==> config.mk <==
export PLATFORM = sky130hd
export DESIGN_NAME = scalar_wb_arbiter
export DESIGN_NICKNAME = d
export VERILOG_FILES = /design/src/rtl/scalar_wb_arbiter.sv
export SDC_FILE = /design/constraint.sdc
export NUM_CORES = 1
export LEC_CHECK = 0
export CAP_MARGIN = 0
export CORE_MARGIN = 2
export CORE_UTILIZATION = 38
export DETAILED_ROUTE_END_ITERATION = 16
export GPL_TIMING_DRIVEN = 1
export PLACE_DENSITY = 0.78
export SKIP_LAST_GASP = 1
export SLEW_MARGIN = 20
export SYNTH_ARGS = -nofsm -noshare
export SYNTH_HDL_FRONTEND = slang
export SYNTH_SLANG_ARGS = --single-unit
==> constraint.sdc <==
create_clock -name clk -period 2.37 [get_ports clk]
set_clock_uncertainty 0.05 [all_clocks]
set_input_delay 0.3555 -clock clk [delete_from_list [all_inputs] [get_ports clk]]
set_output_delay 0.3555 -clock clk [all_outputs]
set_load 0.05 [all_outputs]
==> src/rtl/scalar_wb_arbiter.sv <==
// scalar_wb_arbiter: round-robin arbiter sharing the single scalar
// register-file write port among numReq write-back requesters.
// The grant is combinational; the chosen write is registered, so it
// appears on regWrEn/regToWrite/dataIn one cycle after the ack.
// Optional feature: define SCALAR_WB_FWD_EN to enable the read-port
// forwarding compare on rSel1/rSel2; otherwise fwd* outputs are tied to 0.
module scalar_wb_arbiter #(
    parameter int regSize     = 8,
    parameter int regQuantity = 4,
    parameter int selBits     = 2,
    parameter int numReq      = 3
) (
    input  logic                        clk,
    input  logic                        reset,
    input  logic                        hold,
    input  logic [numReq-1:0]           wbReq,
    input  logic [numReq*selBits-1:0]   wbReg,
    input  logic [numReq*regSize-1:0]   wbData,
    output logic [numReq-1:0]           wbAck,
    output logic                        regWrEn,
    output logic [selBits-1:0]          regToWrite,
    output logic [regSize-1:0]          dataIn,
    input  logic [selBits-1:0]          rSel1,
    input  logic [selBits-1:0]          rSel2,
    output logic                        fwd1Valid,
    output logic                        fwd2Valid,
    output logic [regSize-1:0]          fwd1Data,
    output logic [regSize-1:0]          fwd2Data,
    output logic [15:0]                 collisionCnt
);

    localparam int unsigned NREQ  = numReq;
    localparam int          PTR_W = (numReq > 1) ? $clog2(numReq) : 1;

    logic [PTR_W-1:0]   r_rrPtr;
    logic               r_regWrEn;
    logic [selBits-1:0] r_regToWrite;
    logic [regSize-1:0] r_dataIn;
    logic [15:0]        r_collisionCnt;

    logic               w_grantValid;
    logic [PTR_W-1:0]   w_grantIdx;
    logic [PTR_W-1:0]   w_candIdx;
    int unsigned        w_cand;
    logic [numReq-1:0]  w_ack;
    logic               w_multiReq;
    logic [selBits-1:0] w_regArr  [numReq];
    logic [regSize-1:0] w_dataArr [numReq];

    // The register count is not needed by the datapath; it is kept for
    // interface compatibility only.
    logic [31:0] w_unused_cfg;
    assign w_unused_cfg = 32'(regQuantity);

    // Unpack the flat requester buses into per-requester slices.
    for (genvar gi = 0; gi < numReq; gi++) begin : g_unpack
        assign w_regArr[gi]  = wbReg[gi*selBits +: selBits];
        assign w_dataArr[gi] = wbData[gi*regSize +: regSize];
    end

    // Round-robin search from r_rrPtr upward with wrap; first set request wins.
    always_comb begin
        w_grantValid = 1'b0;
        w_grantIdx   = '0;
        w_candIdx    = '0;
        w_cand       = 0;
        w_ack        = '0;
        if (reset && !hold) begin
            for (int unsigned k = 0; k < NREQ; k++) begin
                w_cand    = (32'(r_rrPtr) + k) % NREQ;
                w_candIdx = PTR_W'(w_cand);
                if (!w_grantValid && wbReq[w_candIdx]) begin
                    w_grantValid = 1'b1;
                    w_grantIdx   = w_candIdx;
                end
            end
            if (w_grantValid) begin
                w_ack[w_grantIdx] = 1'b1;
            end
        end
    end

    assign wbAck = w_ack;

    // Clearing the lowest set bit leaves something only if two or more are set.
    assign w_multiReq = |(wbReq & (wbReq - 1'b1));

    // Round-robin pointer: advance past the winner, hold otherwise.
    always_ff @(posedge clk or negedge reset) begin
        if (!reset) begin
            r_rrPtr <= '0;
        end else if (w_grantValid) begin
            r_rrPtr <= (w_grantIdx == PTR_W'(numReq - 1)) ? '0 : w_grantIdx + 1'b1;
        end
    end

    // Register the granted write toward the register file.
    always_ff @(posedge clk or negedge reset) begin
        if (!reset) begin
            r_regWrEn    <= 1'b0;
            r_regToWrite <= '0;
            r_dataIn     <= '0;
        end else if (w_grantValid) begin
            r_regWrEn    <= 1'b1;
            r_regToWrite <= w_regArr[w_grantIdx];
            r_dataIn     <= w_dataArr[w_grantIdx];
        end else begin
            r_regWrEn    <= 1'b0;
        end
    end

    // Saturating count of unstalled cycles with contending requesters.
    always_ff @(posedge clk or negedge reset) begin
        if (!reset) begin
            r_collisionCnt <= '0;
        end else if (!hold && w_multiReq && (r_collisionCnt != '1)) begin
            r_collisionCnt <= r_collisionCnt + 16'd1;
        end
    end

    assign regWrEn      = r_regWrEn;
    assign regToWrite   = r_regToWrite;
    assign dataIn       = r_dataIn;
    assign collisionCnt = r_collisionCnt;

`ifdef SCALAR_WB_FWD_EN
    assign fwd1Valid = r_regWrEn && (r_regToWrite == rSel1);
    assign fwd2Valid = r_regWrEn && (r_regToWrite == rSel2);
    assign fwd1Data  = fwd1Valid ? r_dataIn : '0;
    assign fwd2Data  = fwd2Valid ? r_dataIn : '0;
`else
    logic w_unused_rsel;
    assign w_unused_rsel = ^{rSel1, rSel2};
    assign fwd1Valid = 1'b0;
    assign fwd2Valid = 1'b0;
    assign fwd1Data  = '0;
    assign fwd2Data  = '0;
`endif

endmodule

-- Word-level counts from Yosys, hierarchy flattened
Index checks and enable logic that the tools add are counted.
- logic and storage cells: 63
- input port bits: 40
- bits in registers: 29
- output and inout bits: 48
- bitwise operators: 2
- divide/modulo/power cells: 3
- $add $sub $neg: 5
- eq/ne operators: 2
- magnitude comparators: 6
- reduce and logical (&&, ||, !) cells: 10
- mux-type cells: 30
- operators with widths (cell ; count):
    $mod A32 B2 Y32 const B ; 2
    $mod A2 B2 Y32 const B ; 1
    $add A16 B1 Y16 const B ; 1
    $bmux W8 S2 ; 1
    $mux W2 ; 8
    $mux W8 ; 2
    $ne A16 B16 Y1 const B ; 1
    $lt A2 B3 Y1 const B ; 4
    $mux W1 ; 12
    $bmux W1 S2 ; 3
    $logic_and A1 B1 Y1 ; 6
    $mux W3 ; 2
    $bmux W2 S2 ; 1
    $add A2 B1 Y3 const B ; 1
    $add A2 B2 Y3 const B ; 1
    $and A3 B3 Y3 ; 1
    $ge A3 B3 Y1 const B ; 1
    $logic_not A1 Y1 ; 3
    $not A2 Y3 ; 1
    $reduce_or A3 Y1 ; 1
    $sub A3 B1 Y3 const B ; 1
    $add A2 B1 Y2 const B ; 1
    $demux W1 S2 ; 1
    $eq A2 B2 Y1 const B ; 1
    $ge A2 B1 Y1 const B ; 1

-- Depth between registers and ports, before layout
- depth in word-level cells: 19
- depth in mapped cells: 10
- depth with buffers taken out: 8

-- Least setup slack after synthesis
OpenSTA, ideal clock, no wires.
- path type: reg-to-output
- from: register r_rrPtr[0]
- to: output port wbAck[1]
- required time: 1964 ps
- arrival: 2564 ps
- slack: -599 ps
- cell stages (with the launch flop): 9
- path buffers: 2
- cell sequence: dfrtp_1 inv_1 ha_1 buf_6 mux2i_1 nor2_1 or4b_4 buf_6 a21oi_1
- cells in the longest elaborated chain, start to end: 19
- elaborated cells on any way between the ends: 32
- those cells by class: add/sub: 2; div: 3; order compare: 2; mux: 20; reduce/logical: 5
- ends and longest elaborated chain (element ; RTL line ; source):
    start: declaration ; 35 ; logic [PTR_W-1:0] r_rrPtr;
    start signal: assignment ; 93 ; r_rrPtr <= (w_grantIdx == PTR_W'(numReq - 1)) ? '0 : w_grantIdx + 1'b1;
    parallel branches: the longest is 17 deep, another holds $mod A32 B2 Y32 ; n/a ;
    $mux W3 * ; 77 ; if (w_grantValid) begin
    $mux W3 * ; 68 ; if (reset && !hold) begin
    end: declaration ; 19 ; output logic [numReq-1:0] wbAck,
Every way passes the cells marked *. The select of a mux whose other input is x is not followed.

-- Worst setup path in the final report
Same ends and word-level chain as after synthesis.

==> results.py <==
metrics = {
    "run_status": {
        "status": "complete, but fails checks",
        "violations": "negative setup slack",
    },
    "clock_network": {
        "numCtsBuffers": 5,
        "clock-root-buffer": "clkbuf_8",
        "cts_tree": "done",
        "h-tree-depth": 2,
        "hold_buffers": 0,
        "clk_latency_ns": 0.29,
        "cts_num_sinks": 29,
        "path_clk_slew_ns": 0.07,
        "cts.path.max_buffers": 2,
    },
    "drt": {
        "drc": 0,
        "antenna_left": 0,
        "drtPass1Iterations": 4,
        "drt_iter0_drc": 90,
        "routed_wirelength_um": 5560,
        "wl_per_cell_um": 15.0,
        "dr_total_vias": 1928,
        "drt-vias-per-instance": 5.20,
    },
    "synthesis": {
        "synth_warnings": 0,
        "syn_inst": 208,
        "synth-edff-count": 0,
        "synth_cell_types": 42,
        "yosys_most_used_dff": "dfrtp_1",
        "synth_seq_area_share_pct": 37.1,
        "syn_area_um2": 1960,
        "ys_ff_latch": 29,
        "async_flop_share_pct": 100,
        "syn_area_per_cell_um2": 9.41,
    },
    "floorplanning": {
        "start_util_pct": 38.8,
        "core-area_um2": 5040,
        "die_h_um": 75.8,
        "die_area_um2": 5740,
        "fp.dieW_um": 75.8,
        "io_pins": 88,
        "rows": 26,
    },
    "layout": {
        "utilization_pct": 63.1,
        "num_antenna_cells": 0,
        "final_area_um2": 3180,
        "syn2layout_area_growth_pct": 62.5,
        "drive_above_1_share_pct": 25.9,
        "nets": 345,
    },
    "timing": {
        "clock.fmax_mhz": 376,
        "fin_crit_ns": 2.66,
        "setup_slack_ns": -0.288,
        "rsz0062_at_grt": "true",
        "maxSlewHeadroom_pct": 65.7,
        "setup_viol": 5,
        "fin_crit_sh_pct": 112,
        "setup_tns_ns": -0.794,
        "drv_slew": 0,
        "final_hold_viol_count": 0,
        "worstMarginPinSlew_ns": 0.512,
    },
    "placed_design": {
        "hpwlAfterDp_um": 3890,
        "dpl-instance-area_um2": 2830,
        "place.gp.congestion": 0.861,
        "io_buffers": 65,
        "dp_slack_ns": -0.223,
    },
    "global_routing": {
        "grt_pass1_wl_um": 9010,
        "grt_max_degree": 30,
        "grt_pass1_vias": 1897,
        "gr-usage-all-layers_pct": 20.9,
        "antenna_found_initial": 0,
        "overflow": 0,
    },
    "power_and_ir_drop": {
        "power_density_nw_per_um2": 1270,
        "combPwrFrac_pct": 67.4,
        "p_int_mw": 2.18,
        "ir_worst_vdd_uv": 783,
        "total_leakage_power_nw": 1.34,
        "p_sw_mw": 1.85,
        "swShare_pct": 45.9,
        "seqPwrFrac_pct": 19.1,
        "clockPowerShare_pct": 13.5,
    },
    "setup_path": {
        "arrival_ns": 2.25,
        "worstSetupStartpointType": "flop",
        "crit_type": "flop to output pin",
        "required_ns": 1.96,
        "endpoint_kind": "output pin",
        "cp_max_fo": 5,
    },
    "flow_run": {
        "max_cap_viol_count": 0,
    },
    "min_path": {
        "hold_class": "input port to asynchronous set/reset pin",
    },
}
[path summary, 6_finish.rpt]
| path | slack, ns | startpoint | end | cells past startpoint |
|---|---|---|---|---|
| hold reg to reg | 0.45 | dataIn[5] | dataIn[5] | 2 |
| min in group clk | 0.45 | dataIn[5] | dataIn[5] | 2 |
| setup reg to reg | -0.02 | r_rrPtr[0] | dataIn[4] | 9 |
| hold / removal | 0.42 | reset | r_rrPtr[1] | 2 |
| setup / recovery | -0.29 | r_rrPtr[0] | wbAck[1] | 8 |
| max in group asynchronous | 1.58 | reset | dataIn[6] | 2 |
[through the flow]
stage,power [mW],std cells,hold slack (ns)
floorplan,2.26,225,0.00991
global placement,3.01,356,0.427
detailed placement,3.05,356,0.436
CTS,3.88,371,0.431
global route,4.27,371,0.453
finish,4.04,371,0.420
[registers in the layout, summed over array words and instances, names as in the netlist]
name,cells
collisionCnt,16
dataIn,8
r_rrPtr,2
regToWrite,2
regWrEn,1
[cells by family after synthesis]
family	Yosys count	share of synthesized area, %
AOI/OAI and AO/OA	39	16.2
buffers and inverters	36	11.9
adders and majority gates	5	3.20
and+or+nand+nor	78	21.9
muxes	5	2.81
DFF	29	37.1
other	1	0.192
xor gates and xnor gates	15	6.71
[synth_stat cells (2+ instances only)]
cell | number | area share [%]
ha_1 | 5 | 3.2
nor2b_1 | 2 | 0.64
buf_6 | 3 | 1.7
nand2b_1 | 4 | 1.3
o21ai_0 | 3 | 0.77
buf_4 | 18 | 6.9
and3_1 | 13 | 4.2
dfrtp_1 | 29 | 37
o31ai_2 | 2 | 1.3
a211oi_1 | 2 | 0.77
and4_1 | 2 | 0.90
a32oi_1 | 11 | 4.9
a21o_1 | 3 | 1.2
xnor2_1 | 14 | 6.3
o21bai_1 | 2 | 0.77
nor2_1 | 6 | 1.2
nand3_1 | 18 | 4.6
nand2_1 | 18 | 3.5
o211ai_1 | 10 | 3.8
inv_1 | 4 | 0.77
nand3b_1 | 3 | 1.2
clkbuf_1 | 4 | 0.77
buf_2 | 6 | 1.5
mux2i_1 | 3 | 1.5
nand4_1 | 6 | 1.9
[routing by layer]
layer | GRT usage [%] | up-vias | wire [um]
met5 | 0 | - | 0
met4 | 4.48 | 0 | 66
met3 | 6.22 | 6 | 422
met2 | 36.1 | 78 | 2830
met1 | 25.8 | 941 | 2240
li1 | - | 903 | -
[power by group through the flow]
stage | Clock [mW] | Sequential [mW] | Combinational, mW
after floorplan | 0 | 1.22 | 1.03
after global placement | 0 | 0.775 | 2.24
after detailed placement | 0 | 0.780 | 2.28
after CTS | 0.559 | 0.771 | 2.55
after global routing | 0.586 | 0.794 | 2.89
final | 0.546 | 0.770 | 2.72
[worst max-delay path: stages (launching register included)]
cell	delay, ns
dfrtp_1	0.39
inv_2	0.08
ha_4	0.23
buf_4	0.15
nor2b_2	0.15
o21ai_2	0.09
or4b_4	0.56
a21oi_4	0.16
buf_12	0.15
[final cells by class]
| class | count | area (um^2) |
|---|---|---|
| clock buffers | 6 | 82.6 |
| clock inverters | 2 | 37.5 |
| fillers | 411 | 1860 |
| inverters | 5 | 18.8 |
| multi-input cells | 160 | 1280 |
| flip-flops and latches | 29 | 726 |
| well taps | 70 | 87.6 |
| repair buffers | 99 | 946 |
[cells in the final DEF (no fill, tap or decap), types with 4 or more instances in the layout]
cell type / count
a32oi_2: 6
buf_4: 32
nand2_1: 18
nor2_1: 4
conb_1: 18
nand4_1: 6
dfrtp_1: 29
clkdlybuf4s50_1: 61
xnor2_1: 14
and3_1: 13
a32oi_1: 5
clkbuf_8: 6
o211ai_1: 10
nand3_1: 18
[what timing repair did]
item                                    in CTS  in global routing
pin swaps                                   12                 10
setup buffers                                9                  2
gates cloned                                 0                  0
endpoints found under the hold margin        0                  0
endpoints found under the setup margin       8                 13
resized for setup                           16                 13
Note: power is estimated with default switching activity, not from simulation.
